**src/rtl/fifo_reader_pkg.sv**
```systemverilog
// rtl/fifo_reader_pkg.sv - shared FSM state type and default widths for fifo_reader
package fifo_reader_pkg;

    localparam int DEFAULT_DATA_WIDTH = 32;
    localparam int DEFAULT_LEN_WIDTH  = 8;
    localparam int STALL_CNT_WIDTH    = 16;

    typedef enum logic [1:0] {
        ST_IDLE  = 2'd0,
        ST_RUN   = 2'd1,
        ST_FLUSH = 2'd2,
        ST_DONE  = 2'd3
    } state_e;

endpackage

```
**src/rtl/fifo_reader_skid.sv**
```systemverilog
// rtl/fifo_reader_skid.sv - two-entry in-order skid buffer between FIFO read data and the output stream
module fifo_reader_skid
    import fifo_reader_pkg::*;
#(
    parameter int DATA_WIDTH = DEFAULT_DATA_WIDTH
) (
    input  logic                  clk_i,
    input  logic                  rst_i,
    input  logic                  push_i,
    input  logic [DATA_WIDTH-1:0] push_data_i,
    input  logic                  pop_i,
    output logic [DATA_WIDTH-1:0] pop_data_o,
    output logic [1:0]            count_o
);

    logic [DATA_WIDTH-1:0] head_q, head_d;
    logic [DATA_WIDTH-1:0] tail_q, tail_d;
    logic [1:0]            count_q, count_d;
    logic                  pop_ok;
    logic                  push_ok;

    // Next-state for the two slots; head is always the oldest entry
    always_comb begin
        head_d  = head_q;
        tail_d  = tail_q;
        count_d = count_q;
        pop_ok  = pop_i && (count_q != 2'd0);
        push_ok = push_i && ((count_q != 2'd2) || pop_ok);
        case ({push_ok, pop_ok})
            2'b10: begin
                if (count_q == 2'd0) begin
                    head_d = push_data_i;
                end else begin
                    tail_d = push_data_i;
                end
                count_d = count_q + 2'd1;
            end
            2'b01: begin
                head_d  = tail_q;
                count_d = count_q - 2'd1;
            end
            2'b11: begin
                if (count_q == 2'd1) begin
                    head_d = push_data_i;
                end else begin
                    head_d = tail_q;
                    tail_d = push_data_i;
                end
            end
            default: begin
            end
        endcase
    end

    // Slot and occupancy registers; reset empties the buffer and zeroes the output word
    always_ff @(posedge clk_i or posedge rst_i) begin
        if (rst_i) begin
            head_q  <= '0;
            tail_q  <= '0;
            count_q <= 2'd0;
        end else begin
            head_q  <= head_d;
            tail_q  <= tail_d;
            count_q <= count_d;
        end
    end

    assign pop_data_o = head_q;
    assign count_o    = count_q;

endmodule

```
**src/rtl/fifo_reader.sv**
```systemverilog
// rtl/fifo_reader.sv - burst FIFO drainer onto a valid/ready stream; FIFO_READER_STATS_EN adds stall_cnt_o
module fifo_reader
    import fifo_reader_pkg::*;
#(
    parameter int DATA_WIDTH = DEFAULT_DATA_WIDTH,
    parameter int LEN_WIDTH  = DEFAULT_LEN_WIDTH
) (
    input  logic                       clk_r,
    input  logic                       arst,
    input  logic                       start_i,
    input  logic [LEN_WIDTH-1:0]       len_i,
    input  logic                       fifo_empty_i,
    input  logic [DATA_WIDTH-1:0]      fifo_data_i,
    output logic                       fifo_re_o,
    output logic                       m_valid_o,
    input  logic                       m_ready_i,
    output logic [DATA_WIDTH-1:0]      m_data_o,
    output logic                       busy_o,
`ifdef FIFO_READER_STATS_EN
    output logic [STALL_CNT_WIDTH-1:0] stall_cnt_o,
`endif
    output logic                       done_o
);

    localparam logic [LEN_WIDTH-1:0] LEN_ONE = LEN_WIDTH'(1);

    state_e               state_q;
    logic [LEN_WIDTH-1:0] remaining_q;
    logic                 inflight_q;
    logic                 busy_q;
    logic                 done_q;
    logic [1:0]           occ;
    logic                 pop;
    logic                 slot_free;
    logic                 buf_drains;

    assign pop = m_valid_o && m_ready_i;

    // The entry leaving this cycle counts as free, so reads stream at one word per cycle when unstalled
    assign slot_free  = ({1'b0, occ} + {2'b00, inflight_q}) < (3'd2 + {2'b00, pop});
    assign fifo_re_o  = (state_q == ST_RUN) && !fifo_empty_i && (remaining_q != '0) && slot_free;

    // Buffer will be empty after this edge, so DONE follows the last transfer by one cycle
    assign buf_drains = !inflight_q && ((occ == 2'd0) || ((occ == 2'd1) && pop));

    // Burst FSM with read bookkeeping and registered busy/done flags
    always_ff @(posedge clk_r or posedge arst) begin
        if (arst) begin
            state_q     <= ST_IDLE;
            remaining_q <= '0;
            inflight_q  <= 1'b0;
            busy_q      <= 1'b0;
            done_q      <= 1'b0;
        end else begin
            inflight_q <= fifo_re_o;
            done_q     <= 1'b0;
            case (state_q)
                ST_IDLE: begin
                    if (start_i) begin
                        busy_q <= 1'b1;
                        if (len_i != '0) begin
                            state_q     <= ST_RUN;
                            remaining_q <= len_i;
                        end else begin
                            state_q <= ST_DONE;
                            done_q  <= 1'b1;
                        end
                    end
                end
                ST_RUN: begin
                    if (fifo_re_o) begin
                        remaining_q <= remaining_q - LEN_ONE;
                        if (remaining_q == LEN_ONE) begin
                            state_q <= ST_FLUSH;
                        end
                    end
                end
                ST_FLUSH: begin
                    if (buf_drains) begin
                        state_q <= ST_DONE;
                        done_q  <= 1'b1;
                    end
                end
                ST_DONE: begin
                    state_q <= ST_IDLE;
                    busy_q  <= 1'b0;
                end
                default: begin
                    state_q <= ST_IDLE;
                    busy_q  <= 1'b0;
                end
            endcase
        end
    end

    fifo_reader_skid #(
        .DATA_WIDTH (DATA_WIDTH)
    ) u_skid (
        .clk_i       (clk_r),
        .rst_i       (arst),
        .push_i      (inflight_q),
        .push_data_i (fifo_data_i),
        .pop_i       (pop),
        .pop_data_o  (m_data_o),
        .count_o     (occ)
    );

    assign m_valid_o = (occ != 2'd0);
    assign busy_o    = busy_q;
    assign done_o    = done_q;

`ifdef FIFO_READER_STATS_EN
    logic [STALL_CNT_WIDTH-1:0] stall_cnt_q;

    // Saturating count of back-pressured cycles, restarted by each accepted burst
    always_ff @(posedge clk_r or posedge arst) begin
        if (arst) begin
            stall_cnt_q <= '0;
        end else if ((state_q == ST_IDLE) && start_i) begin
            stall_cnt_q <= '0;
        end else if (m_valid_o && !m_ready_i && (stall_cnt_q != {STALL_CNT_WIDTH{1'b1}})) begin
            stall_cnt_q <= stall_cnt_q + STALL_CNT_WIDTH'(1);
        end
    end

    assign stall_cnt_o = stall_cnt_q;
`endif

endmodule

```
**config.mk**
```make
export PLATFORM = sky130hd
export DESIGN_NAME = fifo_reader
export DESIGN_NICKNAME = d
export VERILOG_FILES = /design/src/rtl/fifo_reader_pkg.sv /design/src/rtl/fifo_reader_skid.sv /design/src/rtl/fifo_reader.sv
export SDC_FILE = /design/constraint.sdc
export NUM_CORES = 1
export LEC_CHECK = 0
export ABC_AREA = 1
export BUFFER_PORTS_ARGS = -buffer_cell sky130_fd_sc_hd__buf_2
export CORE_ASPECT_RATIO = 0.7
export CORE_MARGIN = 2
export CORE_UTILIZATION = 30
export CTS_BUF_LIST = sky130_fd_sc_hd__clkbuf_4 sky130_fd_sc_hd__clkbuf_8 sky130_fd_sc_hd__clkbuf_16
export DETAILED_ROUTE_END_ITERATION = 10
export GPL_ROUTABILITY_DRIVEN = 0
export GPL_TIMING_DRIVEN = 0
export HOLD_SLACK_MARGIN = 0.02
export PLACE_DENSITY = 0.48
export SKIP_LAST_GASP = 1
export SYNTH_ARGS = -nofsm -noshare
export SYNTH_HDL_FRONTEND = slang
export SYNTH_SLANG_ARGS = --single-unit
```
**constraint.sdc**
```tcl
create_clock -name clk_r -period 2 [get_ports clk_r]
set_input_delay 0.1 -clock clk_r [delete_from_list [all_inputs] [get_ports clk_r]]
set_output_delay 0.1 -clock clk_r [all_outputs]
set_load 0.01 [all_outputs]
```
## Word level (Yosys, flattened, before mapping)

Cells that the tools add are included.

- Register bits: 79
- Input bits: 45
- Output and inout bits: 36
- Logic and storage cells: 81

- $add $sub $neg: 5
- Order comparisons: 1
- Equal/unequal tests: 17
- Mux-type cells: 23
- Reduce and logical (&&, ||, !) cells: 27

Operator list:

| operator | number |
|---|---|
| $mux 32 | 4 |
| $pmux 32 s3 | 1 |
| $pmux 32 s2 | 1 |
| $mux 8 | 3 |
| $ne 2x2->1 const B | 8 |
| $pmux 8 s2 | 1 |
| $reduce_bool 8->1 | 2 |
| $mux 2 | 5 |
| $reduce_bool 2->1 | 5 |
| $eq 2x2->1 const B | 4 |
| $eq 8x1->1 const B | 1 |
| $logic_and 1x1->1 | 8 |
| $pmux 2 s4 | 1 |
| $reduce_and 4->1 | 2 |
| $sub 8x1->8 const B | 1 |
| $eq 2x1->1 const B | 3 |
| $logic_not 2->1 | 2 |
| $mux 1 | 4 |
| $pmux 1 s2 | 2 |
| $pmux 2 s2 | 1 |
| $reduce_and 2->1 | 2 |
| $add 2x1->3 | 1 |
| $add 2x1->3 const A | 1 |
| $lt 3x3->1 | 1 |
| 7 further kinds | 9 |

## Logic depth before layout (Yosys ltp)

- Depth after elaboration: 8
- Depth in mapped cells: 10
- Depth with buffers taken out: 10

## Cells and area by module

Synthesis repeated with hierarchy kept, for this count alone.

- Cell total of the unflattened synthesis: 574
- Area total of the unflattened synthesis: 4345.4 µm²

Modules (own cells, without submodules):

| module | instances | cells each | area an instance (µm²) | seq. area each (µm²) |
|---|---|---|---|---|
| fifo_reader_skid | 1 | 409 | 3239.4 | 1651.6 |
| fifo_reader | 1 | 165 | 1106.1 | 325.3 |

## Worst setup path before layout

No wires, ideal clock.

- Path kind: reg2reg
- Start: register u_skid.count_q[0] (netlist: u_skid.count_o[0])
- End: register u_skid.tail_q[0]
- Setup time: 0.125 ns
- Arrival: 1.557 ns
- Data required time: 1.875 ns
- Path slack: 0.318 ns
- Stages on the path, launching flop included: 9
- Buffers on the path: 1
- Clock period less this slack: 1.682 ns
- Path through: dfrtp_1 > inv_1 > ha_1 > nor2_4 > nand2_2 > nand2_1 > nand2_2 > buf_6 > mux2_4

- Longest elaborated chain between the ends: 8
- Elaborated cells on any way between the ends: 15
- Classes of those cells: eq/ne (6); mux (1); reduce/logical (8)

Ends and longest elaborated chain:

| item | RTL line | text |
|---|---|---|
| start, declared | fifo_reader_skid.sv:18 | `logic [1:0] count_q, count_d;` |
| start signal, assigned | fifo_reader_skid.sv:64 | `count_q <= count_d;` |
| $reduce_bool 2->1 | fifo_reader_skid.sv:27, fifo_reader.sv:108 |  |
| $logic_and 1x1->1 | fifo_reader.sv:37 | `assign pop = m_valid_o && m_ready_i;` |
| $logic_and 1x1->1 | fifo_reader_skid.sv:27 | `pop_ok = pop_i && (count_q != 2'd0);` |
| $logic_or 1x1->1 | fifo_reader_skid.sv:28 | `push_ok = push_i && ((count_q != 2'd2) \|\| pop_ok);` |
| $logic_and 1x1->1 | fifo_reader_skid.sv:28 |  |
| $eq 2x2->1 | fifo_reader_skid.sv:29 | `case ({push_ok, pop_ok})` |
| $ne 2x2->1 (no source line) or $reduce_bool 2->1 (tied branches) | n/a |  |
| $reduce_and 3->1 (no source line) | n/a |  |
| end signal, assigned | fifo_reader_skid.sv:63 | `tail_q <= tail_d;` |
| end, declared | fifo_reader_skid.sv:17 | `logic [DATA_WIDTH-1:0] tail_q, tail_d;` |

Several ways; a longest one is shown, not always the timed one.
A chain may end at the register's enable or synchronous reset.

## Worst setup path after layout

- Start: register state_q[1]
- End: output fifo_re_o

- Longest elaborated chain between the ends: 4

Ends and longest elaborated chain:

| item | RTL line | text |
|---|---|---|
| start, declared | fifo_reader.sv:27 | `state_e state_q;` |
| start signal, assigned | fifo_reader.sv:49 | `state_q <= ST_IDLE;` |
| start signal, assigned | fifo_reader.sv:62 | `state_q <= ST_RUN;` |
| start signal, assigned | fifo_reader.sv:65 | `state_q <= ST_DONE;` |
| $eq 2x1->1 | fifo_reader.sv:41 | `assign fifo_re_o = (state_q == ST_RUN) && !fifo_empty_i && (remaining_q != '0) && slot_free;` |
| $logic_and 1x1->1 (3 in series) | fifo_reader.sv:41 |  |
| end, declared | fifo_reader.sv:14 | `output logic fifo_re_o,` |

Every way passes these cells.

==> impl_metrics.toml <==
[synthesis]
async_flop_share_pct = 100
yosysTopAreaCell = "dfrtp_1"
syn_area_sq_mm = 0.00400
synth_nets = 486
synthCells = 429
ys_seq_elements = 79
yosysUniqueCellTypes = 26
synth-edff-count = 0
ys.warnings.count = 0
yosysTopAreaCellShare_pct = 49.5
dominantRegCellSynth = "dfrtp_1"
synth_common_cells = "nand2_1, dfrtp_1, nor2_1"
synthTopCellsByArea = "dfrtp_1, mux2_4, nand2_1"
yosysMostFrequentCell = "nand2_1"
avgSynthCellArea_sq_um = 9.32
synth-seq-area-share_pct = 49.5

[timing]
hold_violations = 0
final-setup-viol-count = 0
slew_viol_final = 0
rsz0062_at_grt = "true"
worst_pin_slew_ps = 538
finalCriticalPeriod_ps = 1880
max_slew_margin_pct = 64.1
holdWs_ps = 31.1
fmax_mhz = 532
clock_skew_ps = 10.9
fin_crit_sh_pct = 94.0

[min_path]
whs_path_depth = 2
holdCritPathClass = "in -> reg"
hold_start = "fifo_data_i[22]"
hold_end = "u_skid.tail_q[22]$_DFFE_PP0P_"

[route]
vias = 3341
drtAntennaViolNets = 0
avgViaCountPerCell = 4.60
drt_iter0_drc = 120
totalWireLength_um = 10400
wl_per_cell_um = 14.4
drc = 0
dr.pass1.iters = 4

[critical_path]
cp_data_required_time_ps = 1900
critical_path_arrival_ps = 1780
cp-end-kind = "output port"
rr_startpoint = "u_skid.count_o[0]$_DFFE_PP0P_"
critPathKind = "reg -> out"
r2r_slack_ps = 180
crit_path_cell_trace = "inv_1 > ha_1 > buf_6 > inv_1 > nor3_2 > nand3_2 > inv_2 > buf_2"
reg2reg_to = "u_skid.pop_data_o[12]$_DFFE_PP0P_"
startpoint_type = "register"
reg2regPathDepth = 7
cp_max_fo = 9
cp_common_cell = "inv_1"
critPathMaxStageDelay_ps = 370
cp_slowest_cell = "dfrtp_1"

[power]
ir_worst_vdd_uv = 560
power.leakage_nw = 2.68
power_frac_seq_pct = 33.3
swShare_pct = 37.7
p_int_mw = 5.46
combPwrFrac_pct = 44.7
netSwitchingPower_mw = 3.31
cellPowerDensity_mw_per_mm2 = 1630
clkPwrFrac_pct = 22.0

[floorplanning]
coreArea_sq_mm = 0.0131
die_area_sq_mm = 0.0143
die_h_um = 101
die_w_um = 142
std_cell_rows = 35
io_pins = 81
initial_core_util_pct = 30.5

[clock_network]
path_clk_slew_ps = 60
clock_latency_ps = 340
cts_max_level = 3
cts_root_buf = "clkbuf_16"
numCtsBuffers = 9
cts_tree = "built"
clock-sinks = 79
clockBufferDepth = 2

[outcome]
status = "finished clean"

[final_layout]
num_antenna_cells = 0
drive_gt1_share_pct = 29.1
nNetsFinal = 612
nFillCells = 1314
stdcell_count = 726
areaGrowthSynthToFinish_pct = 34.4
fin_util_pct = 41.0

[placement]
dp.cells = 677
dp_hpwl_um = 7260
place.port_buffers = 80

[run]
drv_cap = 0

[global_routing]
grt_overflow = 0
grt_pass1_wl_um = 17400
antenna_found_initial = 0
track_usage_pct = 15.6
grt_pass1_vias = 3365
grt_max_degree = 41
[how the worst max path moves through the flow]
stage / from / endpoint / slack, ps
5_1_grt: u_skid.count_o[0]$_DFFE_PP0P_ / fifo_re_o / -40
3_3_place_gp: u_skid.count_o[0]$_DFFE_PP0P_ / remaining_q[7]$_DFFE_PP0P_ / -10
3_5_place_dp: u_skid.count_o[0]$_DFFE_PP0P_ / remaining_q[7]$_DFFE_PP0P_ / -30
6_report: state_q[1]$_DFFE_PP0P_ / fifo_re_o / 120
2_1_floorplan: u_skid.count_o[0]$_DFFE_PP0P_ / u_skid.tail_q[0]$_DFFE_PP0P_ / 320
4_1_cts: state_q[1]$_DFFE_PP0P_ / remaining_q[7]$_DFFE_PP0P_ / 20
[power by group through the flow]
stage | combinational [mW] | sequential, mW | clock, mW
final | 3.92 | 2.92 | 1.93
after global routing | 4.42 | 3.03 | 2.07
after CTS | 3.83 | 2.92 | 1.99
after detailed placement | 3.75 | 2.94 | 0
after global placement | 3.70 | 2.91 | 0
after floorplan | 2.55 | 3.00 | 0
[per-stage QoR]
stage / power [mW] / setup WS, ps / area (sq um) / setup TNS [ps]
2_1_floorplan: 5.54 / 318 / 4000 / 0
3_3_place_gp: 6.61 / -11.5 / 4610 / -52.3
3_5_place_dp: 6.68 / -31.7 / 4650 / -151
4_1_cts: 8.74 / 20.8 / 5300 / 0
5_1_grt: 9.52 / -36.9 / 5370 / -36.9
6_report: 8.77 / 119 / 5370 / 0
[registers in the layout, indices dropped and copies added, names as in the netlist]
register           count
busy_o                 1
done_o                 1
state_q                2
remaining_q            8
inflight_q             1
u_skid.pop_data_o     32
u_skid.tail_q         32
u_skid.count_o         2
[metal layers]
metal / up-vias / part of all wire [%] / global-route usage (%)
li1: 1690 / - / -
met1: 1573 / 53 / 22.2
met2: 70 / 43 / 23.9
met3: 8 / 3.3 / 3.80
met4: 0 / 0.83 / 4.38
met5: - / 0 / 0
[logic make-up after synthesis]
kind of cell    count (synthesis)  share of synthesized area, %
compound gates                 45                          7.08
buf+inv                        47                          5.29
mux                            32                          11.8
flops                          79                          49.5
xor+xnor                        1                         0.219
simple gates                  213                          22.4
fa+ha+maj                      12                          3.76
[worst max-delay path: cells and delay by family, from the launching register on]
kind	cells	cell delay (ps)
buffers and inverters	5	570
adders and majority gates	1	160
DFF	1	370
and+or+nand+nor	2	340
[cell type report]
class / instances / area, sq um / area share [%]
repair buffers: 116 / 766 / 14.3
clock inverters: 6 / 116 / 2.17
flip-flops and latches: 79 / 1980 / 36.8
plain buffers: 19 / 115 / 2.14
multi-input cells: 303 / 1850 / 34.5
clock buffers: 10 / 233 / 4.33
well taps: 166 / 208 / 3.87
inverters: 27 / 105 / 1.96
[cells in the final DEF, fill, tap and decap left out, types with 2 or more instances in the layout]
| cell type | instances |
|---|---|
| clkbuf_2 | 4 |
| bufinv_16 | 3 |
| nand2_1 | 98 |
| nor2_1 | 58 |
| buf_12 | 2 |
| buf_4 | 6 |
| buf_6 | 4 |
| dlygate4sd3_1 | 28 |
| nand4_1 | 6 |
| clkinv_4 | 2 |
| nand2_2 | 2 |
| nand3_1 | 44 |
| clkbuf_1 | 4 |
| mux2_4 | 30 |
| o21ai_0 | 5 |
| a31oi_1 | 32 |
| inv_1 | 25 |
| a21oi_4 | 2 |
| ha_1 | 12 |
| dfrtp_1 | 79 |
| clkbuf_16 | 9 |
| mux2_2 | 2 |
| buf_2 | 87 |
| a21oi_1 | 3 |
[what timing repair did]
| action | in CTS | in global routing |
|---|---|---|
| endpoints found under the hold margin | 46 | 0 |
| buffers inserted | 3 | 3 |
| resized for setup | 0 | 16 |
| pin swaps | 1 | 2 |
| setup endpoints to repair | 9 | 40 |
| hold buffers | 28 | 0 |
Note: power is estimated with default switching activity, not from simulation.
